==> config.mk <==
export PLATFORM = sky130hd
export DESIGN_NAME = retire_monitor_flat
export DESIGN_NICKNAME = d
export VERILOG_FILES = /design/src/rtl/retire_monitor_pkg.sv /design/src/rtl/retire_monitor_if.sv /design/src/rtl/retire_monitor.sv /design/src/flat_wrapper.sv
export SDC_FILE = /design/constraint.sdc
export NUM_CORES = 1
export LEC_CHECK = 0
export BUFFER_PORTS_ARGS = -buffer_cell sky130_fd_sc_hd__buf_2
export CORE_UTILIZATION = 58
export DETAILED_ROUTE_END_ITERATION = 16
export HOLD_SLACK_MARGIN = 0.12
export PLACE_DENSITY_LB_ADDON = 0.25
export SYNTH_ARGS = -nofsm -noshare
export SYNTH_HDL_FRONTEND = slang
export SYNTH_SLANG_ARGS = --single-unit
==> constraint.sdc <==
create_clock -name CLK -period 9.1 [get_ports CLK]
set_clock_uncertainty 0.1 [all_clocks]
set_input_delay 0 -clock CLK [delete_from_list [all_inputs] [get_ports CLK]]
set_output_delay 0 -clock CLK [all_outputs]
set_load 0.02 [all_outputs]
==> src/rtl/retire_monitor_pkg.sv <==
// Shared definitions for the retirement monitor: halt-pair encodings and
// the halt FSM state type.
package retire_monitor_pkg;

    // Default halt pair: "li ra,12" followed by "ret".
    localparam logic [31:0] HALT_INST0_ENC = 32'h00c00093;
    localparam logic [31:0] HALT_INST1_ENC = 32'h00008067;

    typedef enum logic [1:0] {
        StIdle,
        StArmed,
        StHalted
    } halt_state_e;

    // Saturating 32-bit increment.
    function automatic logic [31:0] sat_inc(input logic [31:0] val);
        return (val == 32'hFFFFFFFF) ? val : val + 32'd1;
    endfunction

endpackage

==> src/rtl/retire_monitor_if.sv <==
// Retirement stream from the core: one instruction per cycle at most.
interface retire_monitor_if;

    logic        RET_VALID;
    logic [31:0] RET_INST;
    logic        RET_OUT_EN;
    logic [31:0] RET_OUT_VAL;

    // Core side drives retirements.
    modport master (
        output RET_VALID,
        output RET_INST,
        output RET_OUT_EN,
        output RET_OUT_VAL
    );

    // Monitor side observes them.
    modport slave (
        input RET_VALID,
        input RET_INST,
        input RET_OUT_EN,
        input RET_OUT_VAL
    );

endinterface

==> src/rtl/retire_monitor.sv <==
// Retirement monitor: counts retired instructions and cycles, captures the
// last observable result, detects the halt instruction pair and runs a
// no-retirement watchdog. Once halted or timed out, everything freezes.
module retire_monitor
    import retire_monitor_pkg::*;
#(
    parameter int unsigned WDOG_LIMIT = 1024,
    parameter logic [31:0] HALT_INST0 = HALT_INST0_ENC,
    parameter logic [31:0] HALT_INST1 = HALT_INST1_ENC
) (
    input  logic                    CLK,
    input  logic                    RST,
    retire_monitor_if.slave         ret,
    output logic [31:0]             NUM_INST,
    output logic [31:0]             OUTPUT_PORT,
    output logic                    HALT,
    output logic                    TIMEOUT,
    output logic [31:0]             CYCLE
);

    halt_state_e state_q, state_d;
    logic [31:0] num_inst_q, num_inst_d;
    logic [31:0] output_q, output_d;
    logic [31:0] cycle_q, cycle_d;
    logic [31:0] idle_q, idle_d;
    logic        timeout_q, timeout_d;
    logic        frozen;

    assign frozen = (state_q == StHalted) || timeout_q;

    // Counters, result capture and watchdog next state.
    always_comb begin
        num_inst_d = num_inst_q;
        output_d   = output_q;
        cycle_d    = cycle_q;
        idle_d     = idle_q;
        timeout_d  = timeout_q;
        if (!frozen) begin
            cycle_d = sat_inc(cycle_q);
            if (ret.RET_VALID) begin
                num_inst_d = sat_inc(num_inst_q);
                if (ret.RET_OUT_EN) begin
                    output_d = ret.RET_OUT_VAL;
                end
                // A retirement always beats a watchdog expiry in the same cycle.
                idle_d = '0;
            end else begin
                idle_d = idle_q + 32'd1;
                if (idle_d == WDOG_LIMIT) begin
                    timeout_d = 1'b1;
                end
            end
        end
    end

    // Halt-pair FSM next state; bubbles leave ARMED untouched.
    always_comb begin
        state_d = state_q;
        if (!frozen && ret.RET_VALID) begin
            unique case (state_q)
                StIdle: begin
                    if (ret.RET_INST == HALT_INST0) state_d = StArmed;
                end
                StArmed: begin
                    if (ret.RET_INST == HALT_INST1)      state_d = StHalted;
                    else if (ret.RET_INST == HALT_INST0) state_d = StArmed;
                    else                                 state_d = StIdle;
                end
                StHalted: state_d = StHalted;
                default:  state_d = StIdle;
            endcase
        end
    end

    // State registers with asynchronous reset.
    always_ff @(posedge CLK or posedge RST) begin
        if (RST) begin
            state_q    <= StIdle;
            num_inst_q <= '0;
            output_q   <= '0;
            cycle_q    <= '0;
            idle_q     <= '0;
            timeout_q  <= 1'b0;
        end else begin
            state_q    <= state_d;
            num_inst_q <= num_inst_d;
            output_q   <= output_d;
            cycle_q    <= cycle_d;
            idle_q     <= idle_d;
            timeout_q  <= timeout_d;
        end
    end

    assign NUM_INST    = num_inst_q;
    assign OUTPUT_PORT = output_q;
    assign HALT        = (state_q == StHalted);
    assign TIMEOUT     = timeout_q;
    assign CYCLE       = cycle_q;

endmodule

==> src/flat_wrapper.sv <==
// flat-port wrapper written by rule: the top's interface ports become plain ports
module retire_monitor_flat import retire_monitor_pkg::*;
#(
    parameter int unsigned WDOG_LIMIT = 1024,
    parameter logic [31:0] HALT_INST0 = HALT_INST0_ENC,
    parameter logic [31:0] HALT_INST1 = HALT_INST1_ENC
)
  (CLK, RST, NUM_INST, OUTPUT_PORT, HALT, TIMEOUT, CYCLE, ret_RET_VALID, ret_RET_INST, ret_RET_OUT_EN, ret_RET_OUT_VAL);
  retire_monitor_if ret_i ();
  input  logic CLK;
  input  logic RST;
  output logic [31:0] NUM_INST;
  output logic [31:0] OUTPUT_PORT;
  output logic HALT;
  output logic TIMEOUT;
  output logic [31:0] CYCLE;
  input wire logic [$bits(ret_i.RET_VALID)-1:0] ret_RET_VALID;
  input wire logic [$bits(ret_i.RET_INST)-1:0] ret_RET_INST;
  input wire logic [$bits(ret_i.RET_OUT_EN)-1:0] ret_RET_OUT_EN;
  input wire logic [$bits(ret_i.RET_OUT_VAL)-1:0] ret_RET_OUT_VAL;
  assign ret_i.RET_VALID = ret_RET_VALID;
  assign ret_i.RET_INST = ret_RET_INST;
  assign ret_i.RET_OUT_EN = ret_RET_OUT_EN;
  assign ret_i.RET_OUT_VAL = ret_RET_OUT_VAL;
  retire_monitor #(.WDOG_LIMIT(WDOG_LIMIT), .HALT_INST0(HALT_INST0), .HALT_INST1(HALT_INST1)) u_core (.CLK(CLK), .RST(RST), .ret(ret_i), .NUM_INST(NUM_INST), .OUTPUT_PORT(OUTPUT_PORT), .HALT(HALT), .TIMEOUT(TIMEOUT), .CYCLE(CYCLE));
endmodule
==> impl_metrics.json, run 1 <==
{
  "start_kind": "flop",
  "antenna_found_initial": 2,
  "async_flop_share_pct": 100,
  "timing.final.crit_share_pct": 31.7,
  "regToRegEndpoint": "u_core.TIMEOUT$_DFFE_PP0P_",
  "synth_edf_count": 0,
  "yosys_warnings": 0,
  "cts_repair_resize_count": 0,
  "crit_start": "u_core.idle_q[0]$_DFFE_PP0P_",
  "reg2regPathDepth": 7,
  "ir_drop_uv": 149,
  "worst-r2r-setup-slack_ns": 6.22,
  "root_buffer": "clkbuf_8",
  "initial_core_util_pct": 59.9,
  "path_clk_slew_ns": 0.06,
  "synth_cells": 635,
  "drc_errors": 0,
  "setup_tns_ns": 0,
  "critPathTopFamily": "compound AO/OA/AOI/OAI gates",
  "final-seq-area_sq_mm": 0.00328,
  "max_stage_delay_ns": 0.82,
  "multi_input_area_sq_mm": 0.00310,
  "cp.depth": 7,
  "ant_nets": 0,
  "wl_um": 18200,
  "clockBufferDepth": 2,
  "core-area_sq_mm": 0.0109,
  "die_area_sq_mm": 0.0117,
  "ys_ff_latch": 131,
  "num_vias": 5971,
  "slew-limit-headroom_pct": 27.7,
  "hold_viol": 0,
  "fillers": 688,
  "globalplace.congestion": 0.909,
  "crit_path_end_kind": "flop",
  "slew_viol_final": 0,
  "fmax_mhz": 347,
  "min_to": "u_core.OUTPUT_PORT[30]$_DFFE_PP0P_",
  "dpl_worst_slack_ns": 6.30,
  "ys_seq_area_share_pct": 50.3,
  "worstPathRequired_ns": 9.47,
  "hold_start": "ret_RET_OUT_VAL[30]",
  "outcome": "finished clean",
  "dp_hpwl_um": 12000,
  "ios": 166,
  "die_h_um": 108,
  "grt-ovfl-total": 0,
  "drt_iter0_markers": 420,
  "path_max_fanout": 14,
  "worst_r2r_startpoint": "u_core.idle_q[0]$_DFFE_PP0P_",
  "track_usage_pct": 32.1,
  "arrival_ns": 3.25,
  "fp-row-count": 38,
  "drive_gt1_share_pct": 29.2,
  "drv_cap": 0,
  "layout_setup_ws_ns": 6.22,
  "path_cells": "ha_1, nand4_1, nor4_2, o211a_1, a21oi_1, a2111oi_0, a41o_1",
  "netlist_area_sq_mm": 0.00652,
  "cts_inserted_buffers": 17,
  "synth-main-ff-cell": "dfrtp_1",
  "hp-class": "in -> reg",
  "grt_pass1_vias": 5874,
  "clk_latency_ns": 0.53,
  "setup_viol": 0,
  "nNetsFinal": 911,
  "period_minus_slack_ns": 2.88,
  "p_per_area_mw_per_mm2": 179,
  "grt_pass1_wl_um": 28300,
  "clock-sinks": 131,
  "syn_to_final_growth_pct": 29.6,
  "worst_pin_slew_ns": 1.08,
  "die_w_um": 108,
  "cts_tree": "yes",
  "avgSynthCellArea_sq_um": 10.3,
  "routed_via_density": 6.00,
  "critPathBufInv": 0,
  "synthesis.nets": 706,
  "leakagePower_nw": 4.05,
  "cts_setup_buffers": 0,
  "critPathSlowestCell": "nor4_2",
  "holdPathStages": 3,
  "io_buffers": 165,
  "synthDistinctLibCells": 56,
  "rsz0062_at_grt": "no",
  "grt_start_max_net_pins": 83,
  "wl_per_cell_um": 18.3,
  "criticalPathCategory": "reg -> reg",
  "dr.pass1.iters": 5,
  "htree_num_levels": 4
}
==> what timing repair did <==
item	4_1_cts	5_1_grt
hold endpoints to repair	107	0
endpoints found under the setup margin	0	0
hold buffers	41	0
==> metal layers <==
metal / track usage, % / up-vias / share of wire, %
li1: - / 2704 / -
met1: 37.4 / 2954 / 39
met2: 55.6 / 260 / 51
met3: 6.63 / 53 / 6.1
met4: 16.9 / 0 / 3.6
met5: 0 / - / 0
==> worst min-delay path: stages <==
cell and delay (ns):
dlygate4sd3_1 0.51, buf_2 0.09, mux2_2 0.12
==> report_power, final <==
group | internal (mW) | switching, mW | leakage (nW) | total, mW
combinational | 0.0825 | 0.115 | 2.05 | 0.197
clock | 0.392 | 0.270 | 0.272 | 0.662
sequential | 0.620 | 0.0330 | 1.73 | 0.653
==> synthesized netlist by cell type, types with 2 or more instances <==
master	instances	share of area [%]
nor4_1	6	0.58
buf_2	3	0.23
o31ai_1	10	1.2
nand3b_1	2	0.23
nand3_1	38	2.9
and4_1	17	2.3
or3_1	4	0.38
nand2_1	65	3.7
a21o_1	4	0.46
mux2_2	34	5.9
nor4_2	2	0.38
o41ai_1	2	0.27
nor2_1	44	2.5
nor4_4	3	0.98
dfrtp_1	131	50
o21ai_0	47	3.6
and3_1	16	1.5
buf_1	2	0.12
clkbuf_1	18	1.0
nor4bb_1	3	0.46
a21oi_1	11	0.84
xor2_1	23	3.1
or2_2	3	0.29
ha_1	3	0.58
mux2i_1	3	0.46
a31oi_1	6	0.58
nor3_1	11	0.84
and2_1	6	0.58
nand4_1	34	3.3
nand4b_1	2	0.27
xnor2_1	43	5.8
nor3b_1	2	0.23
inv_1	13	0.75
a22o_1	2	0.27
==> worst max-delay path by stage <==
| stage | to | slack, ns |
|---|---|---|
| floorplan | u_core.CYCLE[0]$_DFFE_PP0P_ | 5.50 |
| global placement | u_core.TIMEOUT$_DFFE_PP0P_ | 6.38 |
| detailed placement | u_core.TIMEOUT$_DFFE_PP0P_ | 6.30 |
| CTS | u_core.TIMEOUT$_DFFE_PP0P_ | 6.27 |
| global route | u_core.TIMEOUT$_DFFE_PP0P_ | 5.93 |
| finish | u_core.TIMEOUT$_DFFE_PP0P_ | 6.22 |
==> placed cells by master, fill, tap and decap left out, types with 12 or more instances in the layout <==
cell type,n
inv_1,12
dlygate4sd3_1,41
nand3_1,38
and4_1,17
xnor2_1,43
dfrtp_1,131
and3_1,16
nand4_1,34
mux2_2,34
buf_2,165
clkbuf_16,16
xor2_1,23
nor2_1,44
o21ai_0,47
nand2_1,65
==> flip-flops by register name, indices dropped and copies added (netlist names) <==
signal,count
u_core.CYCLE,32
u_core.NUM_INST,32
u_core.OUTPUT_PORT,32
u_core.idle_q,32
u_core.state_q,2
u_core.TIMEOUT,1
==> kinds of logic (layout without fill, tap and decap cells) <==
group	after synthesis	in the layout	share of synthesized area, %
and+or+nand+nor	267	267	22.9
DFF	131	131	50.3
AOI/OAI and AO/OA	93	93	8.63
xor gates and xnor gates	67	67	9.11
muxes	37	37	6.33
buffers and inverters	37	255	2.21
adders and majority gates	3	3	0.576
other	0	2	0
==> layout make-up <==
cell class,instances,area share (%)
diodes,2,0.0592
repair buffers,210,15.0
clock inverters,15,1.90
well taps,140,2.07
inverters,13,0.607
clock buffers,17,4.90
multi-input cells,467,36.7
flip-flops and latches,131,38.8
==> metrics by stage <==
| step | std cells | total power [mW] | hold WS (ns) | util (%) | instance area, sq um |
|---|---|---|---|---|---|
| 2_1_floorplan | 635 | 0.767 | 0.0505 | - | 6520 |
| 3_3_place_gp | 920 | 0.838 | 0.0147 | 68.5 | 7460 |
| 3_5_place_dp | 920 | 0.845 | 0.0283 | 68.5 | 7460 |
| 4_1_cts | 993 | 1.51 | 0.124 | 77.6 | 8440 |
| 5_1_grt | 995 | 1.56 | 0.126 | 77.6 | 8450 |
| 6_report | 995 | 1.51 | 0.128 | 77.6 | 8450 |
No activity file was read; power rests on OpenSTA's default activity.
==> inputs of run 2 (changes only) <==
--- a/config.mk
+++ b/config.mk
@@ -5,8 +5,9 @@
 export SDC_FILE = /design/constraint.sdc
 export NUM_CORES = 1
 export LEC_CHECK = 0
+export ABC_AREA = 1
 export BUFFER_PORTS_ARGS = -buffer_cell sky130_fd_sc_hd__buf_2
-export CORE_UTILIZATION = 58
+export CORE_UTILIZATION = 50
 export DETAILED_ROUTE_END_ITERATION = 16
 export HOLD_SLACK_MARGIN = 0.12
 export PLACE_DENSITY_LB_ADDON = 0.25
==> constraint.sdc (replaced) <==
create_clock -name CLK -period 2.5 [get_ports CLK]
set_clock_uncertainty 0.1 [all_clocks]
set_input_delay 0 -clock CLK [delete_from_list [all_inputs] [get_ports CLK]]
set_output_delay 0 -clock CLK [all_outputs]
set_load 0.02 [all_outputs]
==> run 2 against run 1 <==
Cell count increased by 37%; die area increased by 30%; first-iteration DRC count increased by 26%; sequential cell count unchanged; combinational power increased by 22%; clock-buffer cell count increased by 1; register-to-register slack got worse by 5.9 ns; routed wire length increased by 5.3%; critical endpoint is now u_core.state_q[0]$_DFFE_PP0P_.
==> impl_metrics.json, run 2 <==
{
  "synthesis.nets": 1018,
  "antenna_found_initial": 1,
  "slew_viol_final": 0,
  "io_buffers": 165,
  "netlist_area_sq_mm": 0.00734,
  "ys_seq_area_share_pct": 44.7,
  "layout_common_cells": "nand2_1 (268), buf_2 (165), dfrtp_1 (131)",
  "die_h_um": 123,
  "htree_num_levels": 4,
  "yosysMostFrequentCell": "nand2_1",
  "synth_cells": 947,
  "num_vias": 7072,
  "path_max_fanout": 2,
  "timing.final.crit_share_pct": 91.1,
  "critPathBufInv": 4,
  "die_area_sq_mm": 0.0152,
  "dp_hpwl_um": 13600,
  "avgSynthCellArea_sq_um": 7.75,
  "fmax_mhz": 439,
  "die_w_um": 123,
  "worstPathRequired_ns": 2.73,
  "start_kind": "primary input",
  "diodes": 0,
  "ant_nets": 0,
  "initial_core_util_pct": 52.1,
  "path_clk_slew_ns": 0.06,
  "cts_setup_buffers": 0,
  "grt_start_max_net_pins": 69,
  "synth-main-ff-cell": "dfrtp_1",
  "grt_pass1_vias": 6588,
  "synth_area_leaders": "dfrtp_1 (45%), nand2_1 (14%), nor2_1 (5.8%)",
  "total_power_mw": 5.02,
  "fp-row-count": 43,
  "critPathMostFrequentCell": "dlygate4sd3_1",
  "ys_top_cells_by_count": "nand2_1 (268), dfrtp_1 (131), nor2_1 (113)",
  "dr_wl_met3_um": 1310,
  "ys_ff_latch": 131,
  "crit_path_end_kind": "flop",
  "core-area_sq_mm": 0.0141,
  "drc_errors": 0,
  "critPathTopFamily": "buffers and inverters",
  "track_usage_pct": 26.7,
  "drive_gt1_share_pct": 22.0,
  "nNetsFinal": 1239,
  "clockBufferDepth": 2,
  "dr.max_layer_used": "met5",
  "yosys_warnings": 0,
  "hp-class": "in -> reg",
  "rsz0062_at_grt": "no",
  "wl_per_cell_um": 14.1,
  "leakagePower_nw": 5.17,
  "globalplace.congestion": 0.883,
  "hold_viol": 0,
  "clock-sinks": 131,
  "outcome": "finished clean",
  "netlist.area_leader.share_pct": 44.7,
  "arrival_ns": 2.51,
  "wl_um": 19200,
  "worst_pin_slew_ns": 0.508,
  "async_flop_share_pct": 100,
  "layout_commonest_cell": "nand2_1",
  "dr.pass1.iters": 5,
  "synth_edf_count": 0,
  "routed_via_density": 5.20,
  "criticalPathCategory": "in -> reg",
  "clk_latency_ns": 0.42,
  "cts_tree": "yes",
  "drt_iter0_markers": 528,
  "syn_to_final_growth_pct": 29.3,
  "max_stage_delay_ns": 0.59,
  "synthDistinctLibCells": 30,
  "synth_area_leader_cell": "dfrtp_1",
  "period_minus_slack_ns": 2.28,
  "dr_wl_met2_um": 9030,
  "p_per_area_mw_per_mm2": 529,
  "setup_viol": 0,
  "critPathSlowestCell": "dlygate4sd3_1",
  "slew-limit-headroom_pct": 66.1,
  "setup_tns_ns": 0,
  "drv_cap": 0,
  "root_buffer": "clkbuf_16",
  "ir_drop_uv": 436,
  "grt_pass1_wl_um": 31500,
  "path_cells": "dlygate4sd3_1, buf_2, or3_1, dlygate4sd3_1, nor3_1, dlygate4sd3_1, nand4_1, o21ai_0",
  "grt-ovfl-total": 0,
  "wl_met1_um": 8600,
  "ios": 166,
  "cts_inserted_buffers": 17
}
## run 2: changes by cell type in the layout (fill, tap and decap cells not counted), sizes merged, moves of 12 or more
| cell | previous run | this run |
|---|---|---|
| nor3 | 12 | 33 |
| nor2 | 44 | 123 |
| and4 | 17 | 0 |
| inv | 15 | 95 |
| nand2 | 66 | 272 |
| o21ai | 47 | 59 |
| nand3 | 38 | 71 |
| xor2 | 23 | 43 |
| and3 | 16 | 0 |
| xnor2 | 44 | 18 |
## run 2: worst reg2reg max path, cell delays in order (launching register included)
cell     delay (ns)
dfrtp_1        0.43
ha_1           0.21
inv_1          0.09
nor3_1         0.45
nand3_1        0.23
nor3_1         0.22
nor2_1         0.05
o21ai_0        0.16
o21ai_0        0.10
## run 2: through the flow
stage / setup WS [ns] / std cells / util [%] / instance area, sq um / hold slack (ns)
floorplan: 0.544 / 947 / - / 7340 / 0.0505
global placement: 0.472 / 1283 / 59.6 / 8400 / -0.115
CTS: 0.0795 / 1361 / 67.4 / 9500 / 0.135
finish: 0.222 / 1360 / 67.3 / 9490 / 0.135
detailed placement: 0.357 / 1283 / 59.6 / 8400 / -0.118
global route: 0.105 / 1360 / 67.3 / 9490 / 0.157
## run 2: repair_timing
action,in CTS,in global routing
hold endpoints to repair,172,0
gates resized for setup,0,1
hold buffers,47,0
endpoints found under the setup margin,0,1
## run 2: cell families after synthesis
kind of cell | synth area share (%)
and+or+nand+nor | 31.8
buffers and inverters | 6.10
AOI/OAI and AO/OA | 4.74
xor gates and xnor gates | 7.28
DFF | 44.7
adders and majority gates | 0.511
muxes | 4.91
## run 2: layer usage
layer,vias to the layer above,global-route usage (%)
li1,3515,-
met1,3285,35.2
met2,246,43.6
met3,24,7.15
met4,2,6.40
met5,-,0
## run 2: cell type report
cell class / count / area [sq um]
Fill cell: 1197 / 4600
Multi-Input combinational cell: 702 / 3620
Sequential cell: 131 / 3280
Timing Repair Buffer: 221 / 1390
Clock buffer: 18 / 439
Inverter: 95 / 360
Tap cell: 180 / 225
Clock inverter: 13 / 184
## run 2: final timing paths
path | start | endpoint | slack (ns) | depth (start not counted)
worst max-delay path | ret_RET_INST[5] | u_core.state_q[0]$_DFFE_PP0P_ | 0.22 | 8
worst max register to register | u_core.NUM_INST[0]$_DFFE_PP0P_ | u_core.NUM_INST[30]$_DFFE_PP0P_ | 0.32 | 8
max in group asynchronous | RST | u_core.NUM_INST[20]$_DFFE_PP0P_ | 1.05 | 5
worst min register to register | u_core.OUTPUT_PORT[16]$_DFFE_PP0P_ | u_core.OUTPUT_PORT[16]$_DFFE_PP0P_ | 0.40 | 1
min in group asynchronous | RST | u_core.CYCLE[1]$_DFFE_PP0P_ | 0.60 | 4
worst min-delay path | ret_RET_OUT_EN | u_core.OUTPUT_PORT[4]$_DFFE_PP0P_ | 0.13 | 4
## run 2: report_power, final
part           internal, mW  switching, mW
Clock                  1.69          0.942
Sequential             2.14         0.0109
Combinational         0.118          0.123
Total                  3.95           1.08
==> inputs of run 3 (changes only) <==
--- a/config.mk
+++ b/config.mk
@@ -6,9 +6,10 @@
 export NUM_CORES = 1
 export LEC_CHECK = 0
 export ABC_AREA = 1
-export BUFFER_PORTS_ARGS = -buffer_cell sky130_fd_sc_hd__buf_2
-export CORE_UTILIZATION = 50
+export CORE_MARGIN = 2
+export CORE_UTILIZATION = 58
 export DETAILED_ROUTE_END_ITERATION = 16
+export DONT_BUFFER_PORTS = 1
 export HOLD_SLACK_MARGIN = 0.12
 export PLACE_DENSITY_LB_ADDON = 0.25
 export SYNTH_ARGS = -nofsm -noshare
==> run 3 against run 2 <==
Fmax down 5.8%; total power fell by 0.97%; non-clock buffer count decreased by 113; critical path type is now reg -> reg; largest cell class unchanged; via count decreased by 4.1%; critical path depth grew 1; clock-buffer cell count up 2; routed wire length up 3.4%; global-route usage increased by 3.5 points; clock power hardly changed; largest power group unchanged.
==> impl_metrics.json, run 3 (synthesized netlist as in run 2, its figures left out) <==
{
  "setup_tns_ns": 0,
  "slew-limit-headroom_pct": 53.6,
  "ios": 166,
  "drive_gt1_share_pct": 13.0,
  "fillers": 968,
  "layout_common_cells": "nand2_1 (268), dfrtp_1 (131), nor2_1 (113)",
  "ir_drop_uv": 513,
  "hp-class": "in -> async",
  "htree_num_levels": 4,
  "cts_tree": "yes",
  "die_area_sq_mm": 0.0136,
  "grt_start_max_net_pins": 90,
  "path_max_fanout": 9,
  "setup_viol": 0,
  "drv_cap": 0,
  "layout_setup_ws_ns": 0.0804,
  "globalplace.congestion": 0.976,
  "io_buffers": 0,
  "dpl_worst_slack_ns": 0.0153,
  "hold_viol": 0,
  "drc_errors": 0,
  "ant_nets": 0,
  "p_per_area_mw_per_mm2": 548,
  "final-seq-area_sq_mm": 0.00328,
  "worst_pin_slew_ns": 0.695,
  "nNetsFinal": 1126,
  "die_h_um": 117,
  "regToRegEndpoint": "u_core.OUTPUT_PORT[7]$_DFFE_PP0P_",
  "grt_pass1_wl_um": 31600,
  "track_usage_pct": 30.2,
  "start_kind": "flop",
  "design_area_sq_mm": 0.00908,
  "worst_r2r_startpoint": "u_core.state_q[0]$_DFFE_PP0P_",
  "place_area_sq_mm": 0.00790,
  "timing.final.crit_share_pct": 96.8,
  "dr.pass1.iters": 9,
  "root_buffer": "clkbuf_16",
  "slew_viol_final": 0,
  "multi_input_area_sq_mm": 0.00363,
  "core-area_sq_mm": 0.0125,
  "clock-sinks": 131,
  "routed_via_density": 5.47,
  "layout_commonest_cell": "nand2_1",
  "die_w_um": 117,
  "crit_path_end_kind": "flop",
  "drt_iter0_markers": 536,
  "antenna_found_initial": 0,
  "clk_latency_ns": 0.42,
  "path_clk_slew_ns": 0.06,
  "syn_to_final_growth_pct": 23.7,
  "grt-ovfl-total": 0,
  "leakagePower_nw": 4.71,
  "worstPathRequired_ns": 2.69,
  "outcome": "finished clean",
  "num_vias": 6779,
  "worst-r2r-setup-slack_ns": 0.08,
  "fmax_mhz": 413,
  "wl_um": 19800,
  "dp_hpwl_um": 13400,
  "diodes": 0,
  "wl_per_cell_um": 16.0,
  "cts_inserted_buffers": 17,
  "fp-row-count": 41,
  "clockBufferDepth": 2,
  "reg2regPathDepth": 9,
  "grt_pass1_vias": 6552,
  "arrival_ns": 2.61,
  "period_minus_slack_ns": 2.42,
  "criticalPathCategory": "reg -> reg",
  "initial_core_util_pct": 58.9
}
==> run 3: cell count changes in the layout (fill, tap and decap cells not counted), sizes merged <==
cell,previous run,this run
buf,175,55
dlygate4sd3,46,53
clkbuf,18,20
clkinv,5,3
inv,95,96
==> run 3: how the worst max path moves through the flow <==
stage | from | end | slack (ns) | cells after the start
6_report | u_core.state_q[0]$_DFFE_PP0P_ | u_core.OUTPUT_PORT[7]$_DFFE_PP0P_ | 0.08 | 9
5_1_grt | u_core.state_q[0]$_DFFE_PP0P_ | u_core.OUTPUT_PORT[7]$_DFFE_PP0P_ | -0.002 | 9
4_1_cts | u_core.state_q[0]$_DFFE_PP0P_ | u_core.OUTPUT_PORT[7]$_DFFE_PP0P_ | 0.09 | 9
3_5_place_dp | u_core.CYCLE[0]$_DFFE_PP0P_ | u_core.CYCLE[17]$_DFFE_PP0P_ | 0.02 | 9
3_3_place_gp | u_core.CYCLE[0]$_DFFE_PP0P_ | u_core.CYCLE[17]$_DFFE_PP0P_ | 0.11 | 9
2_1_floorplan | u_core.NUM_INST[0]$_DFFE_PP0P_ | u_core.NUM_INST[30]$_DFFE_PP0P_ | 0.54 | 8
==> run 3: layout make-up <==
class	count	share of cell area (%)
inverter	95	3.97
clock buffer	20	4.92
multi-input combinational	702	40.0
sequential	131	36.1
timing repair buffer	108	10.7
clock inverter	12	1.97
tap	172	2.37
==> run 3: worst max-delay path: stages, from the launching register on <==
cell,delay [ns]
dfrtp_1,0.38
inv_1,0.08
nand2_1,0.09
inv_2,0.16
nor2_4,0.05
inv_2,0.17
nor2_4,0.09
nand2_4,0.19
mux2_2,0.39
dlygate4sd3_1,0.59
==> run 3: metrics by stage <==
step	std cells	util, %	hold slack (ns)	power [mW]
finish	1240	72.8	0.107	4.98
global route	1240	72.8	0.151	5.12
CTS	1238	72.6	0.132	5.00
detailed placement	1154	63.4	-0.0400	2.31
global placement	1154	63.4	-0.0458	2.30
floorplan	947	-	0.0505	2.28
==> run 3: per-layer routing <==
metal | up-vias | share of wire, % | GRT usage (%)
li1 | 3267 | - | -
met1 | 3207 | 42 | 38.2
met2 | 248 | 49 | 48.3
met4 | 0 | 3.0 | 12.0
met5 | - | 0 | 0
met3 | 57 | 6.7 | 9.86
==> run 3: what timing repair did <==
| item | in CTS | in global routing |
|---|---|---|
| endpoints found under the hold margin | 197 | 24 |
| gates resized for setup | 1 | 2 |
| setup buffers | 0 | 1 |
| pin swaps | 0 | 1 |
| endpoints found under the setup margin | 2 | 9 |
| hold buffers | 52 | 1 |
==> run 3: report_power, final <==
| part | total (mW) | switching (mW) | internal, mW |
|---|---|---|---|
| Clock | 2.64 | 0.946 | 1.70 |
| Sequential | 2.18 | 0.0413 | 2.14 |
| Combinational | 0.148 | 0.0759 | 0.0723 |
